## src/rtl/alu_op_issuer_pkg.sv

```systemverilog
// alu_op_issuer_pkg: shared types and widths for the ALU operand issuer
package alu_op_issuer_pkg;
   localparam int OP_W        = 4;
   localparam int MOVI_W      = 2;
   localparam int DEF_DATA_W  = 8;
   localparam int DEF_DELAY_W = 8;

   typedef enum logic [1:0] {IDLE, DELAY, DRIVE} issuer_state_t;

   typedef struct packed {
      logic [DEF_DELAY_W-1:0] delay;
      logic [OP_W-1:0]        op;
      logic [MOVI_W-1:0]      movi;
      logic [DEF_DATA_W-1:0]  a;
      logic [DEF_DATA_W-1:0]  b;
      logic [DEF_DATA_W-1:0]  mem;
      logic [DEF_DATA_W-1:0]  imm;
   } alu_stim_t;
endpackage

```

## src/rtl/alu_issuer_delay_cnt.sv

```systemverilog
// alu_issuer_delay_cnt: loadable down-counter with zero/one flags for idle-delay insertion
module alu_issuer_delay_cnt #(
   parameter int W = 8
) (
   input  logic         clk_i,
   input  logic         rst_i,
   input  logic         ld_i,
   input  logic [W-1:0] ld_val_i,
   output logic         zero_o,
   output logic         one_o
);
   logic [W-1:0] cnt_q, cnt_d;

   // load takes priority; otherwise count down and rest at zero
   always_comb begin
      cnt_d = ld_i ? ld_val_i : (cnt_q != '0 ? cnt_q - W'(1) : cnt_q);
   end

   // counter register
   always_ff @(posedge clk_i or posedge rst_i) begin
      if (rst_i) cnt_q <= '0;
      else       cnt_q <= cnt_d;
   end

   assign zero_o = (cnt_q == '0);
   assign one_o  = (cnt_q == W'(1));
endmodule

```

## src/rtl/alu_op_issuer.sv

```systemverilog
// alu_op_issuer: takes stimulus words, inserts idle delay, drives operands to the ALU and counts transfers
module alu_op_issuer
   import alu_op_issuer_pkg::*;
#(
   parameter int DATA_WIDTH  = 8,
   parameter int DELAY_WIDTH = 8,
   parameter int CNT_WIDTH   = 32
) (
   input  logic                   CLK,
   input  logic                   RST,
   input  logic                   IN_VLD,
   output logic                   IN_RDY,
   input  logic [DELAY_WIDTH-1:0] IN_DELAY,
   input  logic [OP_W-1:0]        IN_OP,
   input  logic [MOVI_W-1:0]      IN_MOVI,
   input  logic [DATA_WIDTH-1:0]  IN_A,
   input  logic [DATA_WIDTH-1:0]  IN_B,
   input  logic [DATA_WIDTH-1:0]  IN_MEM,
   input  logic [DATA_WIDTH-1:0]  IN_IMM,
   input  logic [CNT_WIDTH-1:0]   LIMIT,
   output logic                   ACT,
   output logic [OP_W-1:0]        OP,
   output logic [MOVI_W-1:0]      MOVI,
   output logic [DATA_WIDTH-1:0]  REG_A,
   output logic [DATA_WIDTH-1:0]  REG_B,
   output logic [DATA_WIDTH-1:0]  MEM,
   output logic [DATA_WIDTH-1:0]  IMM,
   input  logic                   ALU_RDY,
   output logic [CNT_WIDTH-1:0]   TRANS_CNT,
   output logic                   DONE
);
   issuer_state_t         state_q, state_d;
   logic [OP_W-1:0]       op_q;
   logic [MOVI_W-1:0]     movi_q;
   logic [DATA_WIDTH-1:0] a_q, b_q, mem_q, imm_q;
   logic [CNT_WIDTH-1:0]  cnt_q, cnt_d;
   logic                  done_q, done_d;
   logic                  load, xfer, dly_zero, dly_one;

   assign xfer = (state_q == DRIVE) & ALU_RDY;
   assign load = IN_VLD & IN_RDY;

   alu_issuer_delay_cnt #(.W(DELAY_WIDTH)) u_dly (
      .clk_i    (CLK),
      .rst_i    (RST),
      .ld_i     (load),
      .ld_val_i (IN_DELAY),
      .zero_o   (dly_zero),
      .one_o    (dly_one)
   );

   // state register
   always_ff @(posedge CLK or posedge RST) begin
      if (RST) state_q <= IDLE;
      else     state_q <= state_d;
   end

   // next state: a load (from IDLE or alongside a transfer) restarts the sequence
   always_comb begin
      state_d = load                                      ? (IN_DELAY != '0 ? DELAY : DRIVE) :
                (state_q == DELAY) & (dly_one | dly_zero) ? DRIVE :
                xfer                                      ? IDLE  : state_q;
   end

   // outputs: ready is held low while reset is asserted even though the state reads IDLE
   always_comb begin
      ACT    = (state_q == DRIVE);
      IN_RDY = ~RST & ~done_q & ((state_q == IDLE) | xfer);
   end

   // operand registers capture the whole word on load
   always_ff @(posedge CLK or posedge RST) begin
      if (RST) begin
         op_q   <= '0;
         movi_q <= '0;
         a_q    <= '0;
         b_q    <= '0;
         mem_q  <= '0;
         imm_q  <= '0;
      end else if (load) begin
         op_q   <= IN_OP;
         movi_q <= IN_MOVI;
         a_q    <= IN_A;
         b_q    <= IN_B;
         mem_q  <= IN_MEM;
         imm_q  <= IN_IMM;
      end
   end

   // saturating transfer count; done follows the post-edge count so it rises right after the limiting transfer
   always_comb begin
      cnt_d  = (xfer & ~&cnt_q) ? cnt_q + CNT_WIDTH'(1) : cnt_q;
      done_d = (LIMIT != '0) & (cnt_d >= LIMIT);
   end

   // transfer counter and done flag
   always_ff @(posedge CLK or posedge RST) begin
      if (RST) begin
         cnt_q  <= '0;
         done_q <= 1'b0;
      end else begin
         cnt_q  <= cnt_d;
         done_q <= done_d;
      end
   end

   assign OP        = op_q;
   assign MOVI      = movi_q;
   assign REG_A     = a_q;
   assign REG_B     = b_q;
   assign MEM       = mem_q;
   assign IMM       = imm_q;
   assign TRANS_CNT = cnt_q;
   assign DONE      = done_q;
endmodule

```

## config.mk

```make
export PLATFORM = sky130hd
export DESIGN_NAME = alu_op_issuer
export DESIGN_NICKNAME = d
export VERILOG_FILES = /design/src/rtl/alu_op_issuer_pkg.sv /design/src/rtl/alu_issuer_delay_cnt.sv /design/src/rtl/alu_op_issuer.sv
export SDC_FILE = /design/constraint.sdc
export NUM_CORES = 1
export LEC_CHECK = 0
export CAP_MARGIN = 25
export CELL_PAD_IN_SITES_DETAIL_PLACEMENT = 1
export CELL_PAD_IN_SITES_GLOBAL_PLACEMENT = 1
export CORE_ASPECT_RATIO = 0.5
export CORE_MARGIN = 3
export CORE_UTILIZATION = 35
export CTS_BUF_LIST = sky130_fd_sc_hd__clkbuf_4
export CTS_CLUSTER_DIAMETER = 50
export CTS_CLUSTER_SIZE = 16
export DETAILED_ROUTE_END_ITERATION = 12
export HOLD_SLACK_MARGIN = 0.05
export PLACE_DENSITY = 0.83
export SLEW_MARGIN = 20
export SYNTH_ARGS = -nofsm -noshare
export SYNTH_HDL_FRONTEND = slang
export SYNTH_SLANG_ARGS = --single-unit
```

## constraint.sdc

```tcl
create_clock -name CLK -period 4.1 [get_ports CLK]
set_input_delay 0.615 -clock CLK [delete_from_list [all_inputs] [get_ports CLK]]
set_output_delay 0.615 -clock CLK [all_outputs]
set_load 0.05 [all_outputs]
```

# After elaboration in Yosys (flattened, before gate mapping)
# Cells that the tools add are included.
[word_totals]
input_bits = 82
out_inout_bits = 73
word_cells = 43
reg_bits = 81
[classes]
bitwise_logic = 11
add_sub_neg = 2
n_mux = 7
magnitude_cmp = 1
n_reduce_logical = 9
eq_ne = 3
[ops]
columns = ["operator", "n"]
rows = [
  ["adder 32 x 1 -> 32 bit, second input constant", 1],
  ["greater-or-equal comparator 32 bit", 1],
  ["2-to-1 mux 32 bit", 1],
  ["AND reduction 32 bit", 1],
  ["nonzero test 32 bit", 1],
  ["2-to-1 mux 8 bit", 2],
  ["nonzero test 8 bit", 2],
  ["== test 8 x 1 -> 1 bit, second input constant", 1],
  ["logical NOT 8 bit", 1],
  ["2-to-1 mux 2 bit", 4],
  ["subtractor 8 x 1 -> 8 bit, second input constant", 1],
  ["AND 1 bit", 7],
  ["nonzero test 3 bit", 1],
  ["== test 2 x 1 -> 1 bit, second input constant", 1],
  ["== test 2 bit, second input constant", 1],
  ["logical NOT 2 bit", 1],
  ["NOT 1 bit", 2],
  ["OR 1 bit", 2],
  ["nonzero test 2 bit", 1],
  ["logical NOT 1 bit", 1],
]

# Depth between registers and ports, before layout
# Gate-level depths: netlist (run 1).
[logic_depth]
depth_word = 6
ltp_mapped = 14
mapped_depth_nobuf = 12

# By module
# Synthesis (run 1) repeated with hierarchy kept, for this count alone.
[unflattened]
hier_cells = 423
area_unflattened_um2 = 4540.6
[modules_own_cells]
columns = ["module", "instances", "area_each_um2", "cells_each"]
rows = [
  ["alu_op_issuer", 1, 3985.1, 362],
  ["alu_issuer_delay_cnt", 1, 555.5, 61],
]

# Worst setup path after synthesis (run 1)
# Ideal clock, no wire load.
[synth_timing]
kind = "reg-to-reg"
from = "register cnt_q[0] (netlist: TRANS_CNT[0])"
to = "register done_q (netlist: DONE)"
slack_ns = 0.613
t_arrival_ns = 3.355
stages_incl_launch_ff = 14
n_path_buf = 2
t_required_ns = 3.968
period_less_slack_ns = 3.487
path_cell_list = "dfrtp_1 -> ha_1 -> clkbuf_1 -> inv_1 -> nor3_2 -> and4_1 -> buf_4 -> nor2_2 -> mux2_4 -> ha_1 -> a2111oi_0 -> nor3_1 -> o41ai_1 -> nand3_1"
[synth_between]
elab_chain_cells = 6
word_cells_on_any_way = 7
[synth_lines]
columns = ["item", "line_no", "source"]
rows = [
  ["start: declaration", "alu_op_issuer.sv:36", "logic [CNT_WIDTH-1:0] cnt_q, cnt_d;"],
  ["start signal: assignment", "alu_op_issuer.sv:102", "cnt_q <= cnt_d;"],
  ["branches (longest 3 deep; another with adder 32 x 1 -> 32 bit)", "--", ""],
  ["2-to-1 mux 32 bit (*)", "alu_op_issuer.sv:92", "cnt_d = (xfer & ~&cnt_q) ? cnt_q + CNT_WIDTH'(1) : cnt_q;"],
  ["net cnt_d[1]", "alu_op_issuer.sv:36", ""],
  ["greater-or-equal comparator 32 bit (*)", "alu_op_issuer.sv:93", "done_d = (LIMIT != '0) & (cnt_d >= LIMIT);"],
  ["AND 1 bit (*)", "alu_op_issuer.sv:93", ""],
  ["net done_d", "alu_op_issuer.sv:37", "logic done_q, done_d;"],
  ["end signal: assignment", "alu_op_issuer.sv:103", "done_q <= done_d;"],
  ["end: declaration", "alu_op_issuer.sv:37", ""],
]
# Mark *: on every way through the listed nets, which the timed path passes.
# A chain may end at the register's enable or synchronous reset.

# Worst setup path after layout (run 1)
[layout_timing]
from = "register cnt_q[2] (netlist: TRANS_CNT[2])"
to = "register done_q (netlist: DONE)"
[layout_between]
elab_chain_cells = 6
word_cells_on_any_way = 7
[layout_lines]
columns = ["item", "line_no"]
rows = [
  ["branches (longest 3 deep; another with adder 32 x 1 -> 32 bit)", "--"],
  ["2-to-1 mux 32 bit (*)", "alu_op_issuer.sv:92"],
  ["greater-or-equal comparator 32 bit (*)", "alu_op_issuer.sv:93"],
  ["AND 1 bit (*)", "alu_op_issuer.sv:93"],
  ["net done_d", "alu_op_issuer.sv:37"],
]
# Marks and branches as above.

==> results of run 1 <==
final cells by class:
| class | count | area [sq um] | area share, % |
|---|---|---|---|
| clock buffer | 10 | 75.1 | 1.17 |
| clock inverter | 6 | 106 | 1.65 |
| inverter | 37 | 140 | 2.18 |
| multi-input combinational | 365 | 2280 | 35.4 |
| sequential | 81 | 2030 | 31.5 |
| tap | 165 | 206 | 3.21 |
| timing repair buffer | 160 | 1600 | 24.9 |
worst paths after layout:
path | startpoint | end | slack [ps] | depth (start not counted)
max | TRANS_CNT[2] | DONE | 350 | 11
min in group asynchronous | RST | REG_B[4] | 610 | 2
min reg2reg | MEM[7] | MEM[7] | 490 | 2
max in group asynchronous | RST | IMM[6] | 2570 | 4
min | MEM[7] | MEM[7] | 490 | 2
max reg2reg | TRANS_CNT[2] | DONE | 350 | 11
cell usage after synthesis, drive strengths merged, types with 2 or more instances:
| cell | count |
|---|---|
| dfrtp | 81 |
| a2111oi | 2 |
| ha | 35 |
| inv | 37 |
| xor2 | 19 |
| clkbuf | 7 |
| nand2 | 137 |
| nand4 | 12 |
| buf | 7 |
| a21oi | 19 |
| nor2b | 2 |
| nor2 | 19 |
| mux2 | 2 |
| or3 | 2 |
| and3 | 4 |
| xnor2 | 17 |
| and4 | 10 |
| o2bb2ai | 2 |
| nor3b | 2 |
| nor4b | 2 |
| nor3 | 17 |
| o21ai | 2 |
| a211oi | 3 |
| a221oi | 2 |
| nand3 | 21 |
| mux2i | 2 |
| nor4 | 18 |
| a21o | 5 |
layer usage:
layer | GRT usage, % | share of wire (%) | up-vias
met5 | 0 | 0 | -
met4 | 5.31 | 1.6 | 0
met3 | 4.74 | 4.7 | 23
met2 | 36.3 | 50 | 114
met1 | 23.6 | 44 | 2047
li1 | - | - | 2006
worst max-delay path, stage by stage, from the launching register on:
cell,delay (ps)
dfrtp_1,460
nand4_1,280
nor3_2,410
and4_1,600
nor2_2,140
xnor2_1,240
ha_1,260
nand2b_1,130
a2111oi_0,410
nor3_1,100
o41ai_1,480
nand3_1,120
power groups by stage:
| stage | registers, W | logic, W | clock network [W] |
|---|---|---|---|
| CTS | 0.00123 | 0.00184 | 0.000616 |
| global route | 0.00127 | 0.00195 | 0.000644 |
| finish | 0.00123 | 0.00182 | 0.000592 |
| detailed placement | 0.00125 | 0.00184 | 0 |
| floorplan | 0.00191 | 0.000489 | 0 |
| global placement | 0.00123 | 0.00180 | 0 |
state kept, by name, indices dropped and copies added, names as in the netlist:
name and cells:
TRANS_CNT 32, IMM 8, MEM 8, REG_A 8, REG_B 8, u_dly.cnt_q 8
OP 4, MOVI 2, state_q 2, DONE 1
stage by stage:
| stage | hold slack [ps] | worst slack (ps) | util [%] |
|---|---|---|---|
| after detailed placement | 465 | 204 | 51.3 |
| after CTS | 498 | 367 | 52.8 |
| after floorplan | 520 | 613 | - |
| after global routing | 518 | 55.1 | 52.8 |
| final | 492 | 351 | 52.8 |
| after global placement | 457 | 292 | 51.1 |
logic make-up (layout without fill, tap and decap cells):
family,count (synthesis),after routing,share of synthesized area [%]
AND/OR/NAND/NOR,251,251,27.1
flip-flops,81,81,44.9
buffers and inverters,51,213,4.55
AO/OA/AOI/OAI,39,39,5.66
XOR/XNOR,36,36,6.99
adder cells (fa/ha/maj),35,35,9.71
multiplexers,4,4,1.03
placed cells by master, fill, tap and decap left out, types with 2 or more instances in the layout:
cell type        instances
xor2_1                  19
a21o_1                   5
clkinv_2                 2
dfrtp_1                 81
nor3_1                  14
mux2i_1                  2
nor2b_1                  2
bufinv_16                3
xnor2_1                 17
inv_1                   36
nor3b_1                  2
nand4_1                 12
nor4_1                  18
nand2_1                137
o21ai_0                  2
clkdlybuf4s50_1        154
clkbuf_4                10
a211oi_1                 3
and4_1                  10
and3_1                   4
o2bb2ai_1                2
nand3_1                 20
ha_1                    35
buf_4                    5
a221oi_1                 2
nor4b_2                  2
a21oi_1                 19
nor2_1                  18
nor3_2                   2
==> results by group, run 1 <==
Critical path
  – Critical path endpoint category: flip-flop
  – Worst Path Arrival: slightly above 4000 ps
  – Worst-path fanout max: 13
  – Setup CP Type: flip-flop to flip-flop
  – Worst setup SP type: flip-flop
  – CP Data Required Time: between 4000 and 5000 ps

Power and ir drop
  – Total power: between 0.003 and 0.004 W
  – Internal: between 0.0015 and 0.002 W
  – P_sw: 0.00165 W
  – Max VDD drop: 0.453 mV
  – Clock power share: ~16%
  – Seq pwr share: about a third
  – PD cells: 566 mW/mm^2
  – Combinational power share: 50.1%
  – Sw Share: around 45%
  – Leak Pwr: 3.08 nW

Final layout
  – Final Net Count: 771
  – Area delta synth->final: 42.6%
  – Finished Layout Cells: between 800 and 900
  – Antenna diodes: 0
  – Design area: between 0.006 and 0.007 sq mm
  – Fill count: ~1400
  – Share of cells above drive strength 1: under 10%

Clocking
  – H-tree levels: 3
  – Clock Latency Late Sink: 420 ps
  – Max clock buf depth: 2
  – CTS root buffer: clkbuf_4
  – Post-CTS Setup Repair Bufs: 0
  – Clk sinks: around 80
  – CTS tree: done
  – Hold-fix buffer count after cts: 0
  – # resized after CTS: 0
  – Worst-path clk slew: between 100 and 150 ps
  – CTS Buf Count: 9

Floorplanning
  – Core ar.: ~0.012 sq mm
  – FP Rows: 28
  – Initial Util: between 30% and 40%
  – Die Width: ~170 microns
  – Top-Level Pins: approximately 160
  – DIE AREA: 0.0144 sq mm
  – Die height: about 86 microns

GRT
  – Pin count of the biggest net entering global routing: 52
  – Global route overflow: 0
  – Vias in the first global route: around 4600
  – Initial antenna violation count: 0
  – Tot GR Track Use: 19.7%
  – First-pass GRT wire length: 22900 microns

Logic synthesis
  – Synthesized net count: ~610
  – Seq cells post-synth: 81
  – Main flop type after synthesis: dfrtp_1
  – Synth warnings: 0
  – Seq/Total Area, Yosys: 44.9%
  – Synth cell types: 45
  – Synth Cell Area: roughly 0.0045 sq mm
  – Yosys top cell area share: roughly 45%
  – EDFF count, synth: 0
  – Syn Area/Cell: 9.08 sq um
  – Yosys top cell by area: dfrtp_1
  – Post-Syn Instances: slightly below 500
  – Asr flop ratio synth: 100%
  – Top cells by area, synth: dfrtp_1 (45%), nand2_1 (11%), ha_1 (9.7%)

Timing
  – Max_slew headroom: ~56%
  – Worst Max-Slew Pin Slew: roughly 660 ps
  – Setup TNS: 0 ps
  – Hold Violations, Final: 0
  – Clk_skew: roughly 11 ps
  – RSZ-0062 raised after global routing: false
  – Fmax: about 270 MHz
  – Finish-stage setup viols: 0
  – Final critical-path share of the clock period: around 91%
  – Max-slew violation count: 0
  – Tmin final: 3750 ps

Route
  – Via density: ~5
  – Vias: around 4200
  – Total wire length: about 14000 microns
  – Wire per inst: roughly 17 microns
  – Post-route ant nets: 0
  – 1st-iter DRT viols: 210
  – TritonRoute pass-1 iters: 4
  – # DRC: 0

Placement
  – RD Place Congestion: slightly above 0.8
  – DP HPWL: around 11000 microns
  – Dpl cells: 808
  – # port buffers: 154
  – Cell Area, Placed: around 0.0063 sq mm

Job
  – Max-cap viol count: 0

Worst hold path
  – HP Class: flip-flop to flip-flop

Status
  – Status: completed
Note: power is estimated with default switching activity, not from simulation.
==> inputs of run 2 (changes only) <==
ABC_AREA = 1   (was unset)
PLACE_DENSITY = 0.84   (was 0.83)
SYNTH_HIERARCHICAL = 1   (was unset)
==> run 2 against run 1 <==
  * Maximum frequency rose by 16%
  * Clock-buffer cell count fell by 1
  * Cell area rose by 12%
  * Synthesized cell count rose by 53%
  * Clock skew rose by 14 ps
  * Total power rose by 51%
  * First-iteration DRC count rose by 26%
  * Global-route usage rose by 1.2 points
  * Sequential power rose by 22%
  * Utilization fell by 3.7 points
  * Hold slack improved by 5.6 ps
==> results by group, run 2 <==
Timing
  – Hold Violations, Final: 0
  – Min Hold Slack: 498 ps
  – RSZ-0062 raised after global routing: false
  – Fmax: between 300 and 400 MHz
  – Tmin final: approximately 3200 ps
  – Finish-stage setup viols: 0
  – Max-slew violation count: 0
  – Final critical-path share of the clock period: just under 80%
  – Max_slew headroom: around 54%
  – Worst Max-Slew Pin Slew: roughly 700 ps
  – Clk_skew: between 20 and 30 ps
  – Setup TNS: 0 ps
  – Setup WS post-layout: between 800 and 900 ps

Critical path
  – CP Data Required Time: 4500 ps
  – Worst setup SP type: flip-flop
  – Worst-path fanout max: 26
  – Setup CP Type: flip-flop to flip-flop
  – Worst Path Arrival: around 3600 ps
  – Critical path endpoint category: flip-flop
  – FF-to-FF setup slack: 870 ps

GRT
  – Tot GR Track Use: between 20% and 30%
  – Vias in the first global route: between 5000 and 6000
  – Global route overflow: 0
  – Initial antenna violation count: 1
  – First-pass GRT wire length: between 20000 and 30000 microns
  – Pin count of the biggest net entering global routing: 44

Logic synthesis
  – Post-Syn Instances: 760
  – Main flop type after synthesis: dfrtp_1
  – Top cells by area, synth: dfrtp_1 (38%), nand2_1 (20%), ha_1 (8.2%)
  – Top-count cell post-synth: nand2_1
  – Synth Cell Area: 0.00533 sq mm
  – Most frequent cells after synthesis: nand2_1 (285), inv_1 (100), nor2_1 (95)
  – Synth cell types: 38
  – EDFF count, synth: 0
  – Yosys top cell by area: dfrtp_1
  – Seq cells post-synth: a little over 80
  – Asr flop ratio synth: 100%
  – Synthesized net count: 877
  – Yosys top cell area share: around two fifths
  – Seq/Total Area, Yosys: a little under two fifths
  – Syn Area/Cell: 7.01 sq um
  – Synth warnings: 6

Clocking
  – CTS root buffer: clkbuf_4
  – Worst-path clk slew: between 150 and 200 ps
  – CTS tree: done
  – Clk sinks: 81
  – Hold-fix buffer count after cts: 0
  – Post-CTS Setup Repair Bufs: 0
  – Clock Latency Late Sink: about 460 ps
  – CTS Buf Count: 9
  – # resized after CTS: 0
  – H-tree levels: 3
  – Max clock buf depth: 2

Power and ir drop
  – Max VDD drop: between 0.3 and 0.4 mV
  – Leak Pwr: roughly 3.6 nW
  – PD cells: between 700 and 800 mW/mm^2

Route
  – # DRC: 0
  – Total wire length: between 15000 and 20000 microns
  – Vias: roughly 5400
  – Post-route ant nets: 0
  – Wire per inst: 15.6 microns
  – TritonRoute pass-1 iters: 4
  – Via density: ~4.8
  – 1st-iter DRT viols: approximately 260

Floorplanning
  – Die height: slightly above 90 microns
  – Die Width: about 180 microns
  – DIE AREA: about 0.017 sq mm
  – Core ar.: 0.0147 sq mm
  – Initial Util: 36.4%
  – Top-Level Pins: around 160
  – FP Rows: 31

Placement
  – # port buffers: roughly 150
  – RD Place Congestion: 0.905
  – DP HPWL: 14200 microns
  – Worst slack at placement: 705 ps

Final layout
  – Fill count: between 1500 and 2000
  – Largest register FFs: 32
  – Share of cells above drive strength 1: around 5.9%
  – Commonest cells after routing, fill and taps aside: nand2_1 (285), clkdlybuf4s50_1 (154), inv_1 (99)
  – Final Net Count: 1032
  – Fin util: around 49%
  – Area delta synth->final: 35.1%
  – Commonest non-fill, non-tap cell in the layout: nand2_1

Worst hold path
  – HP Class: flip-flop to flip-flop

Job
  – Max-cap viol count: 0

Status
  – Status: completed
run 2: changes by cell type after synthesis, moves of 7 or more:
cell / previous run / this run
nand2_1: 137 / 285
nor2_1: 18 / 95
inv_1: 37 / 100
xnor2_1: 17 / 0
a21oi_1: 19 / 35
nor4_1: 18 / 3
and4_1: 10 / 0
a21oi_2: 0 / 7
nand3_1: 20 / 27
run 2: layer usage:
layer	GRT usage [%]	vias to the layer above	routed length (microns)
met4	3.51	0	129
met1	27.4	2601	7980
met3	3.89	14	849
li1	-	2676	-
met2	36.9	115	8540
met5	0	-	0
run 2: where the power goes:
part | internal (W) | total (W) | leakage [nW] | switching (W)
Combinational | 0.00114 | 0.00348 | 2.59 | 0.00234
Clock | 0.000199 | 0.000527 | 0.0799 | 0.000329
Sequential | 0.00115 | 0.00150 | 0.928 | 0.000350
run 2: kinds of logic after synthesis:
logic type      share of synthesized area, %
xor+xnor                                2.14
fa+ha+maj                               8.21
buf+inv                                 9.29
simple gates                            35.5
flops                                   38.0
compound gates                          6.83
run 2: area by class of cell:
| cell class | instances | area (sq um) | area share, % |
|---|---|---|---|
| Antenna cell | 1 | 2.50 | 0.0348 |
| Timing Repair Buffer | 158 | 1570 | 21.8 |
| Clock buffer | 9 | 67.6 | 0.938 |
| Tap cell | 198 | 248 | 3.44 |
| Inverter | 103 | 392 | 5.44 |
| Sequential cell | 81 | 2030 | 28.1 |
| Multi-Input combinational cell | 562 | 2810 | 39.0 |
| Clock inverter | 7 | 83.8 | 1.16 |
run 2: worst max-delay path, cell delays in order, from the launching register on:
cell and delay (ps):
dfrtp_1 520, ha_1 310, inv_2 80, nor3_4 270
nand2_2 130, nor2_4 150, nand2_4 140, nand2_8 190
inv_6 140, nor2_1 120, nor2_1 70, ha_1 270
nand2_1 60, nor2_1 150, nand2_1 90, nor2_1 110
nor2_1 50, nand2_1 110, nand2_1 60, a21oi_1 120
run 2: metrics by stage:
step	cells	area, sq um	power (W)
2_1_floorplan	760	5330	0.00382
3_3_place_gp	1102	7050	0.00488
3_5_place_dp	1102	7050	0.00501
4_1_cts	1118	7200	0.00556
5_1_grt	1119	7200	0.00591
6_report	1119	7200	0.00551
run 2: path summary, 6_finish.rpt:
path	from	endpoint	cells past startpoint
setup / recovery	TRANS_CNT[0]	DONE	19
hold / removal	MEM[5]	MEM[5]	2
setup reg to reg	TRANS_CNT[0]	DONE	19
hold reg to reg	MEM[5]	MEM[5]	2
max in group asynchronous	RST	REG_B[3]	3
min in group asynchronous	RST	u_dly/cnt_q[0]	2
